`config.mk`:
```
export PLATFORM = sky130hd
export DESIGN_NAME = uart_tx_fifo
export DESIGN_NICKNAME = d
export VERILOG_FILES = /design/src/rtl/uart_tx_fifo.sv
export SDC_FILE = /design/constraint.sdc
export NUM_CORES = 1
export LEC_CHECK = 0
export CAP_MARGIN = 20
export CORE_ASPECT_RATIO = 1.5
export CORE_MARGIN = 3
export CORE_UTILIZATION = 60
export DETAILED_ROUTE_END_ITERATION = 10
export GPL_TIMING_DRIVEN = 0
export MAX_ROUTING_LAYER = met4
export PLACE_DENSITY = 0.84
export SYNTH_ARGS = -nofsm -noshare
export SYNTH_HDL_FRONTEND = slang
export SYNTH_SLANG_ARGS = --single-unit
export TNS_END_PERCENT = 100
```
`constraint.sdc`:
```
create_clock -name clk -period 4.1 [get_ports clk]
set_input_delay 1.025 -clock clk [delete_from_list [all_inputs] [get_ports clk]]
set_output_delay 1.025 -clock clk [all_outputs]
set_load 0.02 [all_outputs]
```
`src/rtl/uart_tx_fifo.sv`:
```
// uart_tx_fifo
//   UART transmitter fed by a small circular FIFO. The CPU pushes bytes with
//   uart_sel & wr. Queued bytes are serialised LSB first as a start bit, the
//   data bits, an optional parity bit and the stop bits. Frames run back to
//   back while the FIFO holds data.
//
//   Optional feature: define UART_TX_PARITY_EN to add a parity bit to every
//   frame. PARITY_ODD then selects odd (1) or even (0) parity.
//
//   Ports
//     clk        : rising-edge clock
//     rst        : asynchronous active-low reset
//     uart_sel   : address decode select
//     wr         : write strobe (push = uart_sel & wr)
//     data_in    : write data; bits above DATA_BITS-1 are ignored
//     tx         : registered serial output, idles high
//     busy       : transmitter is not idle
//     fifo_full  : FIFO holds FIFO_DEPTH entries
//     fifo_empty : FIFO holds no entries
//     fifo_count : FIFO occupancy
//     overflow   : sticky; a push was dropped because the FIFO was full
//
//   state  | meaning
//   IDLE   | line high, waiting for the FIFO to hold data
//   START  | start bit (low)
//   DATA   | data bits, LSB first
//   PARITY | parity bit (UART_TX_PARITY_EN only)
//   STOP   | stop bit(s); pops the next byte straight into START if present
module uart_tx_fifo #(
    parameter int DATA_BITS    = 8,
    parameter int CLKS_PER_BIT = 434,
    parameter int FIFO_DEPTH   = 4,
    parameter int STOP_BITS    = 1
`ifdef UART_TX_PARITY_EN
    ,
    parameter int PARITY_ODD   = 0
`endif
) (
    input  logic                        clk,
    input  logic                        rst,
    input  logic                        uart_sel,
    input  logic                        wr,
    input  logic [7:0]                  data_in,
    output logic                        tx,
    output logic                        busy,
    output logic                        fifo_full,
    output logic                        fifo_empty,
    output logic [$clog2(FIFO_DEPTH):0] fifo_count,
    output logic                        overflow
);

    localparam int PW = $clog2(FIFO_DEPTH);
    localparam int BW = $clog2(CLKS_PER_BIT);

    localparam logic [BW-1:0] BAUD_LAST = BW'(CLKS_PER_BIT - 1);
    localparam logic [2:0]    DATA_LAST = 3'(DATA_BITS - 1);
    localparam logic [2:0]    STOP_LAST = 3'(STOP_BITS - 1);
    localparam logic [PW:0]   DEPTH_C   = (PW + 1)'(FIFO_DEPTH);

    localparam logic [2:0] ST_IDLE   = 3'd0;
    localparam logic [2:0] ST_START  = 3'd1;
    localparam logic [2:0] ST_DATA   = 3'd2;
`ifdef UART_TX_PARITY_EN
    localparam logic [2:0] ST_PARITY = 3'd3;
`endif
    localparam logic [2:0] ST_STOP   = 3'd4;

    logic [DATA_BITS-1:0] mem [FIFO_DEPTH];
    logic [PW-1:0]        wr_ptr;
    logic [PW-1:0]        rd_ptr;
    logic [PW:0]          count;

    logic [2:0]           state;
    logic [BW-1:0]        baud_cnt;
    logic [2:0]           bit_cnt;
    logic [DATA_BITS-1:0] shift_reg;

    logic push;
    logic pop;
    logic bit_end;
    logic last_stop;

`ifdef UART_TX_PARITY_EN
    logic parity_bit;
    logic parity_next;
    assign parity_next = (^mem[rd_ptr]) ^ 1'(PARITY_ODD);
`endif

    assign fifo_count = count;
    assign fifo_full  = (count == DEPTH_C);
    assign fifo_empty = (count == '0);
    assign busy       = (state != ST_IDLE);

    assign push      = uart_sel & wr & ~fifo_full;
    assign bit_end   = (baud_cnt == BAUD_LAST);
    assign last_stop = (state == ST_STOP) & bit_end & (bit_cnt == STOP_LAST);
    // fifo_empty is the registered occupancy, so a byte pushed this cycle
    // cannot be popped until the next one.
    assign pop       = ~fifo_empty & ((state == ST_IDLE) | last_stop);

    always_ff @(posedge clk) begin
        if (push) begin
            mem[wr_ptr] <= data_in[DATA_BITS-1:0];
        end
    end

    always_ff @(posedge clk or negedge rst) begin
        if (!rst) begin
            wr_ptr   <= '0;
            rd_ptr   <= '0;
            count    <= '0;
            overflow <= 1'b0;
        end else begin
            if (push) begin
                wr_ptr <= wr_ptr + 1'b1;
            end
            if (pop) begin
                rd_ptr <= rd_ptr + 1'b1;
            end
            case ({push, pop})
                2'b10:   count <= count + 1'b1;
                2'b01:   count <= count - 1'b1;
                default: count <= count;
            endcase
            if (uart_sel && wr && fifo_full) begin
                overflow <= 1'b1;
            end
        end
    end

    always_ff @(posedge clk or negedge rst) begin
        if (!rst) begin
            state     <= ST_IDLE;
            tx        <= 1'b1;
            baud_cnt  <= '0;
            bit_cnt   <= '0;
            shift_reg <= '0;
`ifdef UART_TX_PARITY_EN
            parity_bit <= 1'b0;
`endif
        end else begin
            baud_cnt <= bit_end ? '0 : baud_cnt + 1'b1;
            case (state)
                ST_IDLE: begin
                    tx       <= 1'b1;
                    baud_cnt <= '0;
                    if (pop) begin
                        bit_cnt <= '0;
                        state   <= ST_START;
                        tx      <= 1'b0;
                    end
                end
                ST_START: begin
                    if (bit_end) begin
                        state <= ST_DATA;
                        tx    <= shift_reg[0];
                    end
                end
                ST_DATA: begin
                    if (bit_end) begin
                        if (bit_cnt == DATA_LAST) begin
                            bit_cnt <= '0;
`ifdef UART_TX_PARITY_EN
                            state   <= ST_PARITY;
                            tx      <= parity_bit;
`else
                            state   <= ST_STOP;
                            tx      <= 1'b1;
`endif
                        end else begin
                            bit_cnt   <= bit_cnt + 1'b1;
                            shift_reg <= shift_reg >> 1;
                            tx        <= shift_reg[1];
                        end
                    end
                end
`ifdef UART_TX_PARITY_EN
                ST_PARITY: begin
                    if (bit_end) begin
                        state <= ST_STOP;
                        tx    <= 1'b1;
                    end
                end
`endif
                ST_STOP: begin
                    if (bit_end) begin
                        if (bit_cnt == STOP_LAST) begin
                            bit_cnt <= '0;
                            if (pop) begin
                                state <= ST_START;
                                tx    <= 1'b0;
                            end else begin
                                state <= ST_IDLE;
                                tx    <= 1'b1;
                            end
                        end else begin
                            bit_cnt <= bit_cnt + 1'b1;
                        end
                    end
                end
                default: begin
                    state <= ST_IDLE;
                    tx    <= 1'b1;
                end
            endcase
            // Loading on pop covers both the IDLE and the back-to-back STOP entry.
            if (pop) begin
                shift_reg <= mem[rd_ptr];
`ifdef UART_TX_PARITY_EN
                parity_bit <= parity_next;
`endif
            end
        end
    end

endmodule

```
## Word level (Yosys, flattened, before mapping)

Memory sizes are Yosys's and may differ from the RTL's.
Cells that the tools add are included.

| storage, ports and cells | value |
|---|---|
| input bits | 12 |
| RAM bits | 32 |
| output and inout port bits | 8 |
| bits in read-only memories | 0 |
| logic and storage cells | 83 |
| bits in latches | 0 |
| memories kept | 1 |
| register bits after elaboration | 32 |

| cells by class | value |
|---|---|
| magnitude comparators | 0 |
| equal/unequal tests | 15 |
| multipliers | 0 |
| bitwise operators | 8 |
| mux-type cells | 30 |
| divide/modulo/power cells | 0 |
| shift-type cells | 0 |
| reductions and logical operators | 14 |
| $add $sub $neg | 6 |

Memories:

| memory | words | width | rd ports | clocked after Yosys merged registers in | wr ports | RTL line | RTL |
|---|---|---|---|---|---|---|---|
| mem | 4 | 8 | 1 | 0 | 1 | 68 | `logic [DATA_BITS-1:0] mem [FIFO_DEPTH];` |

Operators with widths:

| cell | number |
|---|---|
| 3-bit 2-to-1 mux | 11 |
| 8-bit 2-to-1 mux | 4 |
| 9-bit 2-to-1 mux | 2 |
| 2-bit inequality test, second input constant | 6 |
| 3-bit one-hot mux with 4 select lines | 1 |
| 9-bit by 1-bit adder with 9-bit output, second input constant | 1 |
| 3-bit equality test, second input constant | 3 |
| 9-bit equality test, second input constant | 1 |
| 3-bit zero test | 3 |
| 1-bit 2-to-1 mux | 9 |
| 3-bit one-hot mux with 3 select lines | 1 |
| 4-bit AND reduction | 2 |
| 3-bit by 1-bit adder with 3-bit output, second input constant | 2 |
| 3-bit one-hot mux with 2 select lines | 1 |
| 6-bit AND reduction | 1 |
| 2-bit nonzero test | 3 |
| 3-bit nonzero test | 2 |
| 1-bit AND | 5 |
| 2-bit by 1-bit adder with 2-bit output, second input constant | 2 |
| 1-bit one-hot mux with 4 select lines | 1 |
| 3-bit by 1-bit equality test with 1-bit output, second input constant | 1 |
| 3-bit by 2-bit equality test with 1-bit output, second input constant | 1 |
| 3-bit AND reduction | 1 |
| 3-bit by 1-bit subtractor with 3-bit output, second input constant | 1 |
| other kinds (6) | 8 |

## Logic depth before layout (Yosys ltp)

Gate-level depths: netlist (run 1).

| logic depth | value |
|---|---|
| word-level depth | 9 |
| mapped depth | 13 |
| depth with buffers taken out | 12 |

## Worst setup path before layout (run 1)

No wires, ideal clock.

| timing | value |
|---|---|
| path kind | register to register |
| start | reg baud_cnt[1] |
| end | reg count[2] (netlist: fifo_count[2]) |
| period minus slack after synthesis | 2666 ps |
| path slack | 1434 ps |
| library setup time | 80 ps |
| buffers on the path | 1 |
| data arrival time | 2587 ps |
| data required time | 4020 ps |
| cell stages (with the launch flop) | 14 |
| cells stage by stage | dfrtp_1 -> inv_1 -> ha_1 -> nand4b_4 -> o41ai_4 -> nand4_4 -> clkinv_2 -> buf_6 -> ha_1 -> inv_1 -> fa_1 -> xor2_1 -> nor2_1 -> xor2_1 |

| between the ends | value |
|---|---|
| longest elaborated chain between the ends | 7 |
| elaborated cells on any way between the ends | 9 |
| those cells by class | 3 x eq/ne; 1 x mux; 4 x bitwise; 1 x reduce/logical |

RTL lines:

| item | RTL line | RTL |
|---|---|---|
| start, declared | 74 | `logic [BW-1:0] baud_cnt;` |
| start signal, assigned | 142 | `baud_cnt <= bit_end ? '0 : baud_cnt + 1'b1;` |
| 9-bit equality test (*) | 95 | `assign bit_end = (baud_cnt == BAUD_LAST);` |
| 1-bit AND (*) (2 in series) | 96 | `assign last_stop = (state == ST_STOP) & bit_end & (bit_cnt == STOP_LAST);` |
| 1-bit bitwise OR (*) | 99 | `assign pop = ~fifo_empty & ((state == ST_IDLE) \| last_stop);` |
| 1-bit AND (*) | 99 |  |
| 2-bit by 1-bit equality test with 1-bit output or 2-bit equality test (tied branches) | 120 | `case ({push, pop})` |
| 3-bit one-hot mux with 2 select lines or 2-bit nonzero test (tied branches) | - |  |
| end signal, assigned | 121 | `2'b10: count <= count + 1'b1;` |
| end signal, assigned | 122 | `2'b01: count <= count - 1'b1;` |
| end signal, assigned | 123 | `default: count <= count;` |
| end, declared | 71 | `logic [PW:0] count;` |

Mark *: on every way between the ends. The rest lies on a longest branch, timed or not.
A chain may end at the register's enable or synchronous reset.

## Worst setup path after layout (run 1)

Ends and elaborated chain as after synthesis.

==> tab_implementation.tex, run 1 <==
\begin{tabular}{lr}
\hline
Metric & Value \\
\hline
\multicolumn{2}{l}{\textbf{Finish}} \\
\quad Final Net Count & 269 \\
\quad Fraction of layout instances using a drive strength above 1 & 14.3\% \\
\quad Post-layout instance area & 3430 um\^{}2 \\
\quad Max reg flops & 32 \\
\quad Layout area overhead & 18.4\% \\
\quad Filler instances & 303 \\
\quad Final standard cell utilization of the core & 74.9\% \\
\quad Non-filler instance count after layout & 315 \\
\quad Antenna cells & 0 \\
\multicolumn{2}{l}{\textbf{Logic synthesis}} \\
\quad FF+latch count, synth & 64 \\
\quad Proportion of netlist area held by the largest area contributor & 33.1\% \\
\quad Number of enable-type register cells in the synthesized netlist & 32 \\
\quad Leading cell types by total area after synthesis & edfxtp\_1 (33\%), dfrtp\_1 (27\%), mux4\_2 (6.2\%), ha\_1 (4.3\%), nand2\_1 (2.8\%) \\
\quad Leading cell types by count after synthesis & edfxtp\_1 (32), dfrtp\_1 (31), nand2\_1 (22), o21ai\_0 (16), inv\_1 (13) \\
\quad Number of instances in the synthesized netlist & 216 \\
\quad Post-synth net total & 239 \\
\quad Synthesized area divided by synthesized cell count & 13.4 um\^{}2 \\
\quad Prevailing post-synth register cell & edfxtp\_1 \\
\quad YS warnings & 0 \\
\quad Proportion of synthesized flip-flops having asynchronous set or reset & 50.0\% \\
\quad Post-Syn Area & 2900 um\^{}2 \\
\quad Cell variety after synth & 38 \\
\quad Leading cell type by number of instances after synthesis & edfxtp\_1 \\
\quad Sequential share of the synthesized area & 60.8\% \\
\quad Cell type contributing the most total cell area after synthesis & edfxtp\_1 \\
\multicolumn{2}{l}{\textbf{CTS}} \\
\quad Count of buffers added by post-CTS timing repair for setup & 0 \\
\quad Depth of the CTS H-tree & 3 \\
\quad Resize count post-CTS & 0 \\
\quad Clock slew at the register clock pins of the worst setup and hold paths & 70 ps \\
\quad Root Driver & clkbuf\_8 \\
\quad Skew-Pair Late Insertion Delay & 340 ps \\
\quad Longest Clk Path Bufs & 2 \\
\quad Clock Sink Count & 64 \\
\quad Post-CTS Hold Fix Bufs & 0 \\
\quad TritonCTS buffer count & 9 \\
\quad Clock tree from TritonCTS & built \\
\multicolumn{2}{l}{\textbf{Pwr}} \\
\quad Lkg Pwr & 1.41 nW \\
\quad IR drop worst, VDD & 0.526 mV \\
\quad Power Dens Cells & 701 nW/um\^{}2 \\
\quad Overall power consumption & 2.41 mW \\
\multicolumn{2}{l}{\textbf{Setup path}} \\
\quad Critical path buffer and inverter count & 4 \\
\quad Largest driver fanout on the critical path & 10 \\
\quad Delay-heaviest family, CP & adder cells \\
\quad Worst path required time & 4360 ps \\
\quad Reg2reg start & baud\_cnt[1] \\
\quad Cell depth of the worst setup path & 13 \\
\quad Crit path kind & reg2reg \\
\quad Crit end category & flip-flop \\
\quad R2r endpoint & fifo\_count[2] \\
\quad Worst setup path endpoint & fifo\_count[2] \\
\quad Crit path max-delay cell type & o41ai\_4 \\
\quad Arrival time at the worst endpoint & 3380 ps \\
\quad Longest individual stage delay on the worst path & 610 ps \\
\quad R2R Setup Slk & 990 ps \\
\quad Startpoint of the most critical setup path & baud\_cnt[1] \\
\quad Cell-by-cell listing of the critical path & inv\_1 -> ha\_1 -> nand4b\_4 -> o41ai\_4 -> nand4\_4 -> clkinv\_2 -> buf\_6 -> ha\_1 -> inv\_1 -> fa\_1 -> xor2\_1 -> nor2\_1 -> xor2\_1 \\
\quad R2R cell count & 13 \\
\quad Critical Path Start Type & flip-flop \\
\multicolumn{2}{l}{\textbf{Drt}} \\
\quad Total routed wirelength & 4820 um \\
\quad Via count normalized by instance count & 5.53 \\
\quad DRT antenna net count & 0 \\
\quad Starting DRT DRC Count & 108 \\
\quad Routed length on met1 & 1920 um \\
\quad Average routed wire per standard cell & 15.3 um \\
\quad Top Layer Used & met4 \\
\quad Routed wire length on met2 & 2600 um \\
\quad Pre-antenna DRT Iters & 4 \\
\quad Number of vias in the routed layout & 1741 \\
\quad Remaining routing DRC violations & 0 \\
\quad Detail Route met3 WL & 181 um \\
\multicolumn{2}{l}{\textbf{Global routing}} \\
\quad Overflow left after global routing & 0 \\
\quad Wire length of the first global-routing pass & 8590 um \\
\quad Maximum number of pins on one net before global-route repair & 33 \\
\quad Vias in the first global route & 1853 \\
\quad Initial antenna violation count & 0 \\
\quad Total global-route track usage & 20.5\% \\
\multicolumn{2}{l}{\textbf{Timing}} \\
\quad Final-report hold violation count & 0 \\
\quad Total negative slack for setup checks & 0 ps \\
\quad Post-layout min period & 3110 ps \\
\quad Final count of negative-setup-slack endpoints & 0 \\
\quad Worst clock skew & 7.40 ps \\
\quad Count of final max-slew check failures & 0 \\
\quad Upper clock frequency limit & 321 MHz \\
\quad Relative max-transition margin & 51.4\% \\
\quad RSZ-0062 raised after global routing & false \\
\quad Post-route fraction of the period consumed by the critical path & 75.9\% \\
\quad Slew at the pin closest to its max-slew limit & 727 ps \\
\multicolumn{2}{l}{\textbf{Job}} \\
\quad Max-cap violations & 0 \\
\multicolumn{2}{l}{\textbf{Floorplan}} \\
\quad Starting utilization of the core area & 63.3\% \\
\quad Die footprint & 5720 um\^{}2 \\
\quad Placeable Area & 4580 um\^{}2 \\
\quad Chip Height & 91.1 um \\
\quad Row Count & 30 \\
\quad Number of placed I/O pins & 20 \\
\quad Horizontal die dimension & 62.8 um \\
\multicolumn{2}{l}{\textbf{Hold path}} \\
\quad Min-delay worst type & reg2reg \\
\multicolumn{2}{l}{\textbf{Placed design}} \\
\quad RD Place Congestion & 0.887 \\
\quad Cell Area, Placed & 3160 um\^{}2 \\
\quad PortBufs & 19 \\
\quad Cell count after placement & 299 \\
\quad Final HPWL DP & 3380 um \\
\multicolumn{2}{l}{\textbf{Status}} \\
\quad Run status & completed \\
\hline
\end{tabular}
-- through the flow --
step / hold slack (ps) / setup WS, ps
floorplan: 453 / 1430
global placement: 451 / 1120
detailed placement: 457 / 995
CTS: 473 / 923
global route: 493 / 775
finish: 472 / 987
-- final cells by class --
cell class | instances | area [um^2] | share of cell area (%)
sequential | 64 | 1760 | 51.4
multi-input combinational | 132 | 1050 | 30.6
timing repair buffer | 19 | 185 | 5.40
clock inverter | 7 | 144 | 4.19
clock buffer | 9 | 124 | 3.61
tap | 64 | 80.1 | 2.33
inverter | 14 | 53.8 | 1.57
buffer | 6 | 32.5 | 0.948
-- layout by cell type, fill, tap and decap left out, drive strengths merged, types with 2 or more instances in the layout --
cell / synthesis / routed
ha: 10 / 10
buf: 4 / 5
nand2: 22 / 22
and3: 4 / 4
or3: 5 / 5
and2: 5 / 5
nor2: 12 / 12
a21oi: 4 / 4
clkinv: 1 / 2
clkinvlp: 0 / 2
dfrtp: 31 / 31
mux4: 8 / 8
nand2b: 2 / 2
xnor2: 7 / 7
inv: 13 / 13
clkbuf: 2 / 11
clkdlybuf4s50: 0 / 18
xor2: 5 / 5
o41ai: 2 / 2
bufinv: 0 / 4
edfxtp: 32 / 32
nand3: 9 / 9
mux2i: 7 / 7
o32a: 2 / 2
o21ai: 17 / 17
-- logic make-up after synthesis --
| kind of cell | Yosys count | share of synthesized area, % |
|---|---|---|
| simple gates | 64 | 11.8 |
| flops | 64 | 60.8 |
| compound gates | 29 | 6.73 |
| buf+inv | 20 | 2.98 |
| mux | 16 | 9.02 |
| xor+xnor | 12 | 3.63 |
| fa+ha+maj | 11 | 5.01 |
-- power by group --
part | internal [mW] | total, mW | switching (mW)
clock | 0.466 | 0.711 | 0.245
combinational | 0.356 | 0.761 | 0.406
sequential | 0.832 | 0.935 | 0.103
-- routing by layer --
layer	vias to the layer above	global-route usage, %
met3	12	6.31
met2	38	33.1
met4	0	10.5
met5	-	-
li1	835	-
met1	856	22.9
-- worst min path at each step --
stage                     start     endpoint  cells after the start
global placement       overflow     overflow                      1
CTS                    overflow     overflow                      1
global route           overflow     overflow                      1
detailed placement     overflow     overflow                      1
finish                 overflow     overflow                      1
floorplan           baud_cnt[0]  baud_cnt[0]                      1
Power figures use the tool's default switching activity.
==> run 2, diff against run 1 <==
--- a/config.mk
+++ b/config.mk
@@ -8,11 +8,11 @@
 export CAP_MARGIN = 20
 export CORE_ASPECT_RATIO = 1.5
 export CORE_MARGIN = 3
-export CORE_UTILIZATION = 60
+export CORE_UTILIZATION = 58
 export DETAILED_ROUTE_END_ITERATION = 10
 export GPL_TIMING_DRIVEN = 0
 export MAX_ROUTING_LAYER = met4
-export PLACE_DENSITY = 0.84
+export PLACE_DENSITY = 0.82
 export SYNTH_ARGS = -nofsm -noshare
 export SYNTH_HDL_FRONTEND = slang
 export SYNTH_SLANG_ARGS = --single-unit
==> constraint.sdc (replaced) <==
create_clock -name clk -period 3.1 [get_ports clk]
set_input_delay 0.775 -clock clk [delete_from_list [all_inputs] [get_ports clk]]
set_output_delay 0.775 -clock clk [all_outputs]
set_load 0.02 [all_outputs]
==> run 2 against run 1 <==
Effect of this change:
- sequential share of layout area fell by 0.11 points
- count of clock-buffer cells in the layout did not move
- hold slack got worse by 5.2 ps
- highest routed layer unchanged
- global-route usage fell by 0.30 points
==> tab_implementation.tex, run 2 (synthesized netlist as in run 1, its figures left out) <==
\begin{tabular}{lr}
\hline
Metric & Value \\
\hline
\multicolumn{2}{l}{\textbf{Setup path}} \\
\quad R2R cell count & 13 \\
\quad R2r endpoint & fifo\_count[2] \\
\quad R2R Setup Slk & 320 ps \\
\quad Reg2reg start & baud\_cnt[1] \\
\quad Crit end category & flip-flop \\
\quad Longest individual stage delay on the worst path & 390 ps \\
\quad Arrival time at the worst endpoint & 3040 ps \\
\quad Crit path kind & reg2reg \\
\quad Crit path max-delay cell type & dfrtp\_1 \\
\quad Cell depth of the worst setup path & 13 \\
\quad Delay-heaviest family, CP & adder cells \\
\quad Critical path buffer and inverter count & 4 \\
\quad Critical Path Start Type & flip-flop \\
\quad Worst path required time & 3360 ps \\
\quad Cell-by-cell listing of the critical path & inv\_1 -> ha\_1 -> nand4b\_4 -> o41ai\_4 -> nand4\_4 -> clkinv\_2 -> buf\_6 -> ha\_1 -> inv\_1 -> fa\_1 -> xor2\_1 -> nor2\_1 -> xor2\_1 \\
\quad Largest driver fanout on the critical path & 10 \\
\multicolumn{2}{l}{\textbf{Hold path}} \\
\quad Cell count of the worst hold path & 1 \\
\quad Hold Startpoint & overflow \\
\quad Min-delay worst type & reg2reg \\
\quad Worst hold path endpoint & overflow \\
\multicolumn{2}{l}{\textbf{Placed design}} \\
\quad Final HPWL DP & 3440 um \\
\quad Cell count after placement & 299 \\
\quad RD Place Congestion & 0.863 \\
\quad Cell Area, Placed & 3160 um\^{}2 \\
\quad PortBufs & 19 \\
\multicolumn{2}{l}{\textbf{Finish}} \\
\quad Post-layout instance area & 3440 um\^{}2 \\
\quad Max reg flops & 32 \\
\quad Non-filler instance count after layout & 316 \\
\quad Final Net Count & 270 \\
\quad Leading cell type in the layout, fill and taps excluded & edfxtp\_1 \\
\quad Area used by sequential logic in the layout & 1760 um\^{}2 \\
\quad Fraction of layout instances using a drive strength above 1 & 14.7\% \\
\quad Filler instances & 322 \\
\quad Final standard cell utilization of the core & 73.3\% \\
\quad Antenna cells & 0 \\
\quad Layout area overhead & 18.6\% \\
\quad Commonest non-fill, non-tap cells in the layout & edfxtp\_1 (32), dfrtp\_1 (31), nand2\_1 (22) \\
\quad Multi-input logic area & 1050 um\^{}2 \\
\multicolumn{2}{l}{\textbf{Timing}} \\
\quad Upper clock frequency limit & 360 MHz \\
\quad Relative max-transition margin & 53.6\% \\
\quad Count of final max-slew check failures & 0 \\
\quad Final-report hold violation count & 0 \\
\quad Worst clock skew & 2.91 ps \\
\quad Final count of negative-setup-slack endpoints & 0 \\
\quad Slew at the pin closest to its max-slew limit & 696 ps \\
\quad Final Hold Slack & 466 ps \\
\quad Post-route fraction of the period consumed by the critical path & 89.5\% \\
\quad Total negative slack for setup checks & 0 ps \\
\quad Post-layout min period & 2780 ps \\
\quad RSZ-0062 raised after global routing & false \\
\multicolumn{2}{l}{\textbf{Global routing}} \\
\quad Initial antenna violation count & 0 \\
\quad Total global-route track usage & 20.2\% \\
\quad Vias in the first global route & 1885 \\
\quad Wire length of the first global-routing pass & 8760 um \\
\quad Maximum number of pins on one net before global-route repair & 33 \\
\quad Overflow left after global routing & 0 \\
\multicolumn{2}{l}{\textbf{Drt}} \\
\quad DRT antenna net count & 0 \\
\quad Pre-antenna DRT Iters & 4 \\
\quad Via count normalized by instance count & 5.60 \\
\quad Average routed wire per standard cell & 15.4 um \\
\quad Number of vias in the routed layout & 1770 \\
\quad Total routed wirelength & 4870 um \\
\quad Starting DRT DRC Count & 139 \\
\quad Remaining routing DRC violations & 0 \\
\multicolumn{2}{l}{\textbf{CTS}} \\
\quad TritonCTS buffer count & 9 \\
\quad Root Driver & clkbuf\_8 \\
\quad Longest Clk Path Bufs & 2 \\
\quad Clock slew at the register clock pins of the worst setup and hold paths & 70 ps \\
\quad Clock Sink Count & 64 \\
\quad Skew-Pair Late Insertion Delay & 340 ps \\
\quad Clock tree from TritonCTS & built \\
\quad Depth of the CTS H-tree & 3 \\
\quad Post-CTS Hold Fix Bufs & 0 \\
\multicolumn{2}{l}{\textbf{Floorplan}} \\
\quad Row Count & 30 \\
\quad Number of placed I/O pins & 20 \\
\quad Die footprint & 5900 um\^{}2 \\
\quad Placeable Area & 4690 um\^{}2 \\
\quad Chip Height & 92.6 um \\
\quad Horizontal die dimension & 63.7 um \\
\quad Starting utilization of the core area & 61.8\% \\
\multicolumn{2}{l}{\textbf{Pwr}} \\
\quad IR drop worst, VDD & 0.570 mV \\
\quad Lkg Pwr & 1.41 nW \\
\quad Power Dens Cells & 928 nW/um\^{}2 \\
\multicolumn{2}{l}{\textbf{Job}} \\
\quad Max-cap violations & 0 \\
\multicolumn{2}{l}{\textbf{Status}} \\
\quad Run status & completed \\
\hline
\end{tabular}
run 2: where the power goes:
part / internal (mW) / switching (mW)
clock: 0.616 / 0.315
combinational: 0.480 / 0.545
sequential: 1.10 / 0.136
total: 2.20 / 0.996
run 2: metal layers:
metal | track usage, % | vias to the layer above | part of all wire (%) | routed length (um)
li1 | - | 843 | - | -
met1 | 21.0 | 891 | 40 | 1920
met2 | 35.4 | 23 | 55 | 2670
met3 | 5.70 | 13 | 3.1 | 153
met4 | 8.65 | 0 | 2.4 | 118
met5 | - | - | 0 | 0
run 2: cell type report:
type,instances,share of cell area (%)
Tap cell,64,2.33
Buffer,6,0.946
Sequential cell,64,51.3
Clock buffer,9,3.60
Timing Repair Buffer,20,5.60
Inverter,14,1.56
Multi-Input combinational cell,132,30.5
Clock inverter,7,4.18
run 2: worst max-delay path by stage:
stage	from	to	slack [ps]
after floorplan	baud_cnt[1]	fifo_count[2]	430
after global placement	baud_cnt[1]	fifo_count[2]	120
after detailed placement	baud_cnt[1]	fifo_count[2]	40
after CTS	baud_cnt[1]	fifo_count[2]	30
after global routing	baud_cnt[1]	fifo_count[2]	100
final	baud_cnt[1]	fifo_count[2]	320
run 2: stage by stage:
step                total power [mW]  setup WS [ps]
finish                          3.19            324
CTS                             3.22           31.8
detailed placement              2.27           37.1
floorplan                       1.96            434
global placement                2.23            122
global route                    3.39           96.6
run 2: what timing repair did:
action	CTS	global route
setup endpoints to repair	0	1
setup buffers	0	1
gates resized for setup	0	0
